==> src/rtl/tt_loopback_pkg.sv <==
// Shared types and constants for the loopback checker and the LFSR it drives patterns from.
package tt_loopback_pkg;

  typedef enum logic [2:0] {
    StIdle,
    StDisChk,
    StReset,
    StDrive,
    StSettle,
    StCompare,
    StDone
  } state_e;

  // Fibonacci feedback taps 8,6,5,4 as a mask over q[7:0].
  localparam logic [7:0] LFSR_TAPS = 8'hB8;
  localparam logic [7:0] DIS_IDX   = 8'hFF;
  localparam int unsigned N_WALK   = 8;

endpackage

==> src/rtl/tt_lfsr8.sv <==
// 8-bit Fibonacci LFSR: load reseeds, step shifts left with the parity of the tapped bits.
module tt_lfsr8
  import tt_loopback_pkg::*;
#(
  parameter logic [7:0] SEED = 8'hA5
) (
  input  logic       clk,
  input  logic       rst,
  input  logic       load,
  input  logic       step,
  output logic [7:0] q
);

  logic [7:0] q_q;

  always_ff @(posedge clk or posedge rst) begin
    if (rst) begin
      q_q <= SEED;
    end else if (load) begin
      q_q <= SEED;
    end else if (step) begin
      q_q <= {q_q[6:0], ^(q_q & LFSR_TAPS)};
    end
  end

  assign q = q_q;

endmodule

==> config.mk <==
export PLATFORM = sky130hd
export DESIGN_NAME = tt_lfsr8
export DESIGN_NICKNAME = d
export VERILOG_FILES = /design/src/rtl/tt_loopback_pkg.sv /design/src/rtl/tt_lfsr8.sv
export SDC_FILE = /design/constraint.sdc
export NUM_CORES = 1
export LEC_CHECK = 0
export ABC_AREA = 0
export BUFFER_PORTS_ARGS = -buffer_cell sky130_fd_sc_hd__clkbuf_2
export CORE_AREA = 2 2 39 41
export CTS_CLUSTER_DIAMETER = 200
export DETAILED_ROUTE_END_ITERATION = 6
export DIE_AREA = 0 0 41 43
export PLACE_DENSITY = 0.61
export SYNTH_ARGS = -nofsm -noshare
export SYNTH_HDL_FRONTEND = slang
export SYNTH_SLANG_ARGS = --single-unit
==> constraint.sdc <==
create_clock -name clk -period 1.1 [get_ports clk]
set_clock_uncertainty 0.2 [all_clocks]
set_input_delay 0.22 -clock clk [delete_from_list [all_inputs] [get_ports clk]]
set_output_delay 0.22 -clock clk [all_outputs]
set_load 0.02 [all_outputs]
* Yosys cells after proc, flatten, opt, wreduce, memory -nomap -nowiden
Cells that the tools add are included.
Widths: inputs -> output; s select.
** Word-level totals
- Flip-flop bits (word level) :: 8
- Input port bits :: 4
- Output and inout port bits :: 8
** Cells by class
- Mux-type cells :: 2
- Reduce and logical (&&, ||, !) cells :: 2
** Operators by type and width (number)
- $mux 8 :: 2
- $reduce_xor 8->1 :: 1
- $reduce_bool 2->1 :: 1

* Logic depth before layout (Yosys ltp)
Gate-level depths: netlist (run 1).
- Depth in word-level cells :: 3
- Depth in mapped cells :: 3
- Mapped depth without buffers :: 3

* Worst setup path after synthesis (run 1)
Ideal clock, no wire load.
- Kind :: reg2reg
- Start point :: reg q_q[5], in the netlist q[5]
- End point :: reg q_q[0], in the netlist q[0]
- Arrival :: 0.973 ns
- Data required time :: 0.823 ns
- Setup slack :: -0.150 ns
- Stages on the path, launching flop included :: 4
- Clock period less this slack :: 1.250 ns
- Cells stage by stage :: dfstp_2 xnor2_1 xnor2_1 a31oi_1
** On the way
- Cells in the longest elaborated chain, start to end :: 3
** RTL lines
- start: declaration :: line tt_lfsr8.sv:14 : logic [7:0] q_q;
- start signal: assignment :: line tt_lfsr8.sv:22 : q_q <= {q_q[6:0], ^(q_q & LFSR_TAPS)};
- $reduce_xor 8->1 :: line tt_lfsr8.sv:22
- $mux 8 :: line tt_lfsr8.sv:21 : end else if (step) begin
- $mux 8 :: line tt_lfsr8.sv:19 : end else if (load) begin
No other way between the ends. The select of a mux whose other input is x is not followed.
A chain may end at the register's enable or synchronous reset.

* Worst setup path after layout (run 1)
- Start point :: reg q_q[5], in the netlist q[5]
- End point :: out q[5]
** RTL lines
- end: declaration :: line tt_lfsr8.sv:11 : output logic [7:0] q
No word-level cell between the ends.

==> results of run 1 <==
metal layers:
metal  share of wire  wire length [µm]  global-route usage  vias to the layer above
met5               0                 0                   0                        -
met4           0.015                12              0.0600                        0
met3           0.062                51              0.0262                        2
met2            0.49               407               0.159                       10
met1            0.43               355               0.139                      158
li1                -                 -                   -                      150
stage by stage:
| step | std cells | setup TNS, ns | utilization | hold slack [ns] |
|---|---|---|---|---|
| after CTS | 69 | -1.76 | 0.436 | 0.0245 |
| after global placement | 59 | -0.140 | 0.332 | -0.0464 |
| final | 71 | -1.81 | 0.461 | 0.0136 |
| after global routing | 71 | -2.25 | 0.461 | 0.0367 |
| after floorplan | 30 | -0.123 | - | -0.167 |
| after detailed placement | 59 | -0.171 | 0.332 | -0.0333 |
power by group through the flow:
| stage | clock (mW) | sequential [mW] | combinational, mW |
|---|---|---|---|
| after global placement | 0 | 0.361 | 0.159 |
| after global routing | 0.248 | 0.359 | 0.280 |
| after detailed placement | 0 | 0.362 | 0.160 |
| after floorplan | 0 | 0.393 | 0.0705 |
| after CTS | 0.234 | 0.352 | 0.237 |
| final | 0.242 | 0.354 | 0.260 |
how the worst max path moves through the flow:
stage / end / cells after the start
4_1_cts: q[5] / 1
3_5_place_dp: q[0]$_DFFE_PP1P_ / 3
3_3_place_gp: q[0]$_DFFE_PP1P_ / 3
2_1_floorplan: q[0]$_DFFE_PP1P_ / 3
6_report: q[5] / 1
5_1_grt: q[5] / 1
what timing repair did:
| action | CTS | global route |
|---|---|---|
| buffers inserted | 6 | 2 |
| hold buffers | 1 | 0 |
| pin swaps | 1 | 4 |
| resized for setup | 15 | 10 |
| endpoints found under the hold margin | 8 | 0 |
| endpoints found under the setup margin | 9 | 14 |
cells in the mapped netlist:
master,n,area (µm²)
buf_2,1,5.00
mux2i_1,7,70.1
xnor2_1,3,26.3
dfrtp_1,4,100
a31oi_1,1,6.26
nor2_1,4,15.0
nor3_1,1,5.00
inv_1,2,7.51
dfstp_2,4,105
nand2_1,3,11.3
area by class of cell:
| type | count | share of cell area |
|---|---|---|
| flip-flops and latches | 8 | 0.324 |
| inverters | 2 | 0.0118 |
| repair buffers | 23 | 0.365 |
| clock buffers | 3 | 0.0353 |
| well taps | 16 | 0.0314 |
| multi-input cells | 19 | 0.233 |
kinds of logic after synthesis:
family	after synthesis	share of synthesized area
and+or+nand+nor	8	0.0889
buffers and inverters	3	0.0356
muxes	7	0.199
DFF	8	0.584
AOI/OAI and AO/OA	1	0.0178
xor gates and xnor gates	3	0.0747
==> impl_metrics.py, run 1 <==
metrics = {
    "logic_synthesis": {
        "ys_types": 10,
        "syn_area_um2": 352,
        "synth_area_per_cell_um2": 11.7,
        "ys.warnings.count": 0,
        "synth-seq-cells": 8,
        "yosysSeqAreaShare": 0.584,
        "synthCells": 30,
        "synth_nets": 34,
    },
    "layout": {
        "multi_input_area_um2": 149,
        "drive_above_1_share": 0.582,
        "n_fill_cell": 125,
        "largest_reg_flops": 8,
        "final_net_count": 61,
        "regArea_um2": 206,
        "syn2layout_area_growth_pct": 81.5,
        "antennaDiodeCount": 0,
        "layout_commonest_cell": "buf_4",
        "final_cell_mix": "buf_4 (8), mux2i_1 (7), buf_8 (5)",
        "final_area_um2": 638,
    },
    "power": {
        "p_total_mw": 0.856,
        "clockPowerShare": 0.283,
        "p_leak_nw": 0.323,
        "p_sw_frac": 0.285,
        "p_per_area_mw_per_mm2": 1340,
        "p_comb_frac": 0.303,
        "vdd_drop_max_mv": 0.562,
        "sequentialPowerShare": 0.414,
        "intPower_mw": 0.612,
        "power_switching_mw": 0.244,
    },
    "detailed_routing": {
        "remaining_drc_errors": 0,
        "drt_iter0_markers": 10,
        "vias": 320,
        "wl_per_cell_um": 11.6,
        "postRouteAntennaNets": 0,
        "wirelength_um": 827,
        "vias_per_cell": 4.51,
        "dr.pass1.iters": 4,
    },
    "floorplanning": {
        "start_util": 0.254,
        "fp.dieArea_mm2": 0.00176,
        "die_x_um": 41,
        "die_h_um": 43,
        "ioPinCount": 12,
        "fp-row-count": 14,
        "coreArea_mm2": 0.00138,
    },
    "clock_network": {
        "clk_path_buf_depth": 2,
        "clock-root-buffer": "clkbuf_4",
        "cts_buffers": 3,
        "clock_sinks": 8,
        "clk_latency_ns": 0.26,
        "htreeDepth": 1,
        "clkSlewWorstSetupHoldPaths_ns": 0.06,
        "cts_tree": "yes",
    },
    "critical_path": {
        "cp_num_buf_inv": 1,
        "slowest_stage": "dfstp_2",
        "worstPathMaxFanout": 3,
        "path_cells": "buf_8",
        "crit_path_end_kind": "output pin",
        "max_stage_delay_ns": 0.57,
        "r2r_end": "q[0]$_DFFE_PP1P_",
        "cp-start-kind": "flip-flop",
        "cp-startpoint": "q[5]$_DFFE_PP1P_",
        "reg2reg_depth": 4,
        "crit_family": "flip-flops",
        "r2r_start": "q[5]$_DFFE_PP1P_",
        "rrSetupSlack_ns": -0.20,
        "crit_required_ns": 0.68,
        "worst_ep_arrival_time_ns": 0.94,
        "path_class": "flip-flop to output pin",
    },
    "run_status": {
        "status": "finished, violations left",
        "violations": "setup timing",
    },
    "timing": {
        "timing.fmax_ghz": 0.734,
        "setup_viol": 13,
        "relSlewSlack": 0.786,
        "period_share": 1.24,
        "final-hold-violation-count": 0,
        "period_minus_slack_ns": 1.36,
        "worst_pin_slew_ns": 0.321,
        "slew_violations": 0,
        "postLayoutSetupSlackWorst_ns": -0.263,
        "rsz0062_at_grt": "true",
    },
    "grt": {
        "grt_pass1_vias": 315,
        "antenna_found_initial": 0,
        "grt_max_degree": 10,
        "grt_pass1_wl_mm": 1.28,
        "groute.usage.overall": 0.108,
        "overflow": 0,
    },
    "placement": {
        "io_buffers": 11,
        "hpwl_um": 532,
        "pre_cts_slack_ns": -0.0785,
        "place_congestion": 0.682,
        "place_area_um2": 459,
    },
    "worst_hold_path": {
        "min_to": "q[3]$_DFFE_PP0P_",
        "min_path_cells": 2,
        "min_from": "load",
        "min_path_type": "input port to flip-flop",
    },
    "job": {
        "maxCapViolations": 0,
    },
}
(Power assumes the default switching activity.)
==> run 2, diff against run 1 <==
--- a/config.mk
+++ b/config.mk
@@ -11,7 +11,7 @@
 export CTS_CLUSTER_DIAMETER = 200
 export DETAILED_ROUTE_END_ITERATION = 6
 export DIE_AREA = 0 0 41 43
-export PLACE_DENSITY = 0.61
+export PLACE_DENSITY = 0.52
 export SYNTH_ARGS = -nofsm -noshare
 export SYNTH_HDL_FRONTEND = slang
 export SYNTH_SLANG_ARGS = --single-unit
==> run 2 against run 1 <==
  * The flow still finishes with violations (setup timing)
  * Worst hold slack is essentially flat
  * Clock power shrank 9.1%
  * Highest routed layer is now met3
  * Global-route usage grew 1.2 points
  * Clock-buffer cell count is the same
  * Cell area shrank 0.39%
  * Final cell count shrank 1.4%
==> impl_metrics.py, run 2 (synthesized netlist as in run 1, its figures left out) <==
metrics = {
    "run_status": {
        "status": "finished, violations left",
        "violations": "setup timing",
    },
    "critical_path": {
        "max_stage_delay_ns": 0.54,
        "path_cells": "buf_8",
        "worst_ep_arrival_time_ns": 0.90,
        "path_class": "flip-flop to output pin",
        "worstPathMaxFanout": 2,
        "cp-start-kind": "flip-flop",
        "cp_num_buf_inv": 1,
        "crit_required_ns": 0.68,
        "slowest_stage": "dfstp_2",
        "crit_family": "flip-flops",
        "crit_path_end_kind": "output pin",
    },
    "timing": {
        "period_minus_slack_ns": 1.32,
        "rsz0062_at_grt": "true",
        "hold_ws_ns": 0.0140,
        "final-hold-violation-count": 0,
        "setup_viol": 11,
        "timing.fmax_ghz": 0.756,
        "slew_violations": 0,
        "postLayoutSetupSlackWorst_ns": -0.224,
        "period_share": 1.20,
        "relSlewSlack": 0.804,
        "worst_pin_slew_ns": 0.293,
    },
    "worst_hold_path": {
        "min_path_type": "input port to flip-flop",
    },
    "detailed_routing": {
        "wl_met1_um": 329,
        "wirelength_um": 786,
        "drt_iter0_markers": 4,
        "postRouteAntennaNets": 0,
        "wl_per_cell_um": 11.2,
        "dr.pass1.iters": 2,
        "top_layer": "met3",
        "vias": 291,
        "wl_met3_um": 44,
        "vias_per_cell": 4.16,
        "route.met2.wl_um": 412,
        "remaining_drc_errors": 0,
    },
    "layout": {
        "final_cell_mix": "mux2i_1 (7), buf_6 (6), buf_4 (5)",
        "syn2layout_area_growth_pct": 80.8,
        "antennaDiodeCount": 0,
        "n_fill_cell": 132,
        "final_cells": 70,
        "layout_commonest_cell": "mux2i_1",
        "final_area_um2": 636,
        "largest_reg_flops": 8,
        "drive_above_1_share": 0.556,
        "final_net_count": 60,
    },
    "floorplanning": {
        "start_util": 0.254,
        "ioPinCount": 12,
        "die_x_um": 41,
        "fp-row-count": 14,
        "die_h_um": 43,
        "fp.dieArea_mm2": 0.00176,
        "coreArea_mm2": 0.00138,
    },
    "clock_network": {
        "clock-root-buffer": "clkbuf_4",
        "cts_buffers": 3,
        "clkSlewWorstSetupHoldPaths_ns": 0.05,
        "clk_latency_ns": 0.25,
        "cts_tree": "yes",
        "htreeDepth": 1,
        "clk_path_buf_depth": 2,
        "clock_sinks": 8,
    },
    "grt": {
        "grt_max_degree": 10,
        "grt_pass1_wl_mm": 1.35,
        "antenna_found_initial": 0,
        "grt_pass1_vias": 303,
        "overflow": 0,
        "groute.usage.overall": 0.120,
    },
    "job": {
        "maxCapViolations": 0,
    },
    "placement": {
        "place_inst": 59,
        "hpwl_um": 546,
        "place_area_um2": 459,
        "place_congestion": 0.672,
        "io_buffers": 11,
        "pre_cts_slack_ns": -0.0985,
    },
    "power": {
        "p_total_mw": 0.829,
        "p_per_area_mw_per_mm2": 1300,
        "vdd_drop_max_mv": 0.485,
        "p_leak_nw": 0.322,
    },
}
## run 2: cell count changes in the layout (fill, tap and decap cells not counted)
cell / before / now
buf_4: 8 / 5
buf_6: 4 / 6
buf_8: 5 / 4
clkbuf_8: 2 / 3
dfrtp_1: 3 / 4
dfrtp_2: 1 / 0
## run 2: worst paths after layout
check	from	end	slack (ns)	cells past startpoint
setup / recovery	q[7]$_DFFE_PP1P_	q[7]	-0.22	1
hold / removal	load	q[3]$_DFFE_PP0P_	0.01	2
setup reg to reg	q[5]$_DFFE_PP1P_	q[0]$_DFFE_PP1P_	-0.19	4
hold reg to reg	q[1]$_DFFE_PP0P_	q[2]$_DFFE_PP1P_	0.42	3
max in group asynchronous	rst	q[5]$_DFFE_PP1P_	0.19	3
min in group asynchronous	rst	q[3]$_DFFE_PP0P_	0.23	3
## run 2: report_power, final
group	total, mW	internal, mW	leakage, nW	switching, mW
clock	0.220	0.125	0.0138	0.0951
sequential	0.353	0.331	0.0944	0.0216
combinational	0.256	0.151	0.214	0.105
total	0.829	0.607	0.322	0.222
## run 2: cell type report
| class | instances | area, µm² | share of cell area |
|---|---|---|---|
| well taps | 16 | 20.0 | 0.0315 |
| inverters | 2 | 7.51 | 0.0118 |
| multi-input cells | 19 | 149 | 0.234 |
| flip-flops and latches | 8 | 205 | 0.323 |
| repair buffers | 22 | 231 | 0.364 |
| clock buffers | 3 | 22.5 | 0.0354 |
## run 2: metal layers
metal | track usage | up-vias
li1 | - | 146
met1 | 0.138 | 139
met2 | 0.175 | 6
met3 | 0.0471 | 0
met4 | 0.0800 | 0
met5 | 0 | -
## run 2: per-stage QoR
step           utilization  setup TNS (ns)
2_1_floorplan            -          -0.123
3_3_place_gp         0.332          -0.155
3_5_place_dp         0.332          -0.203
4_1_cts              0.446           -1.68
5_1_grt              0.459           -2.13
6_report             0.459           -1.56
## run 2: repair_timing
| item | CTS | global route |
|---|---|---|
| pin swaps | 1 | 2 |
| hold endpoints to repair | 8 | 0 |
| endpoints found under the setup margin | 9 | 14 |
| gates resized for setup | 17 | 9 |
| hold buffers | 1 | 0 |
| buffers inserted | 7 | 1 |
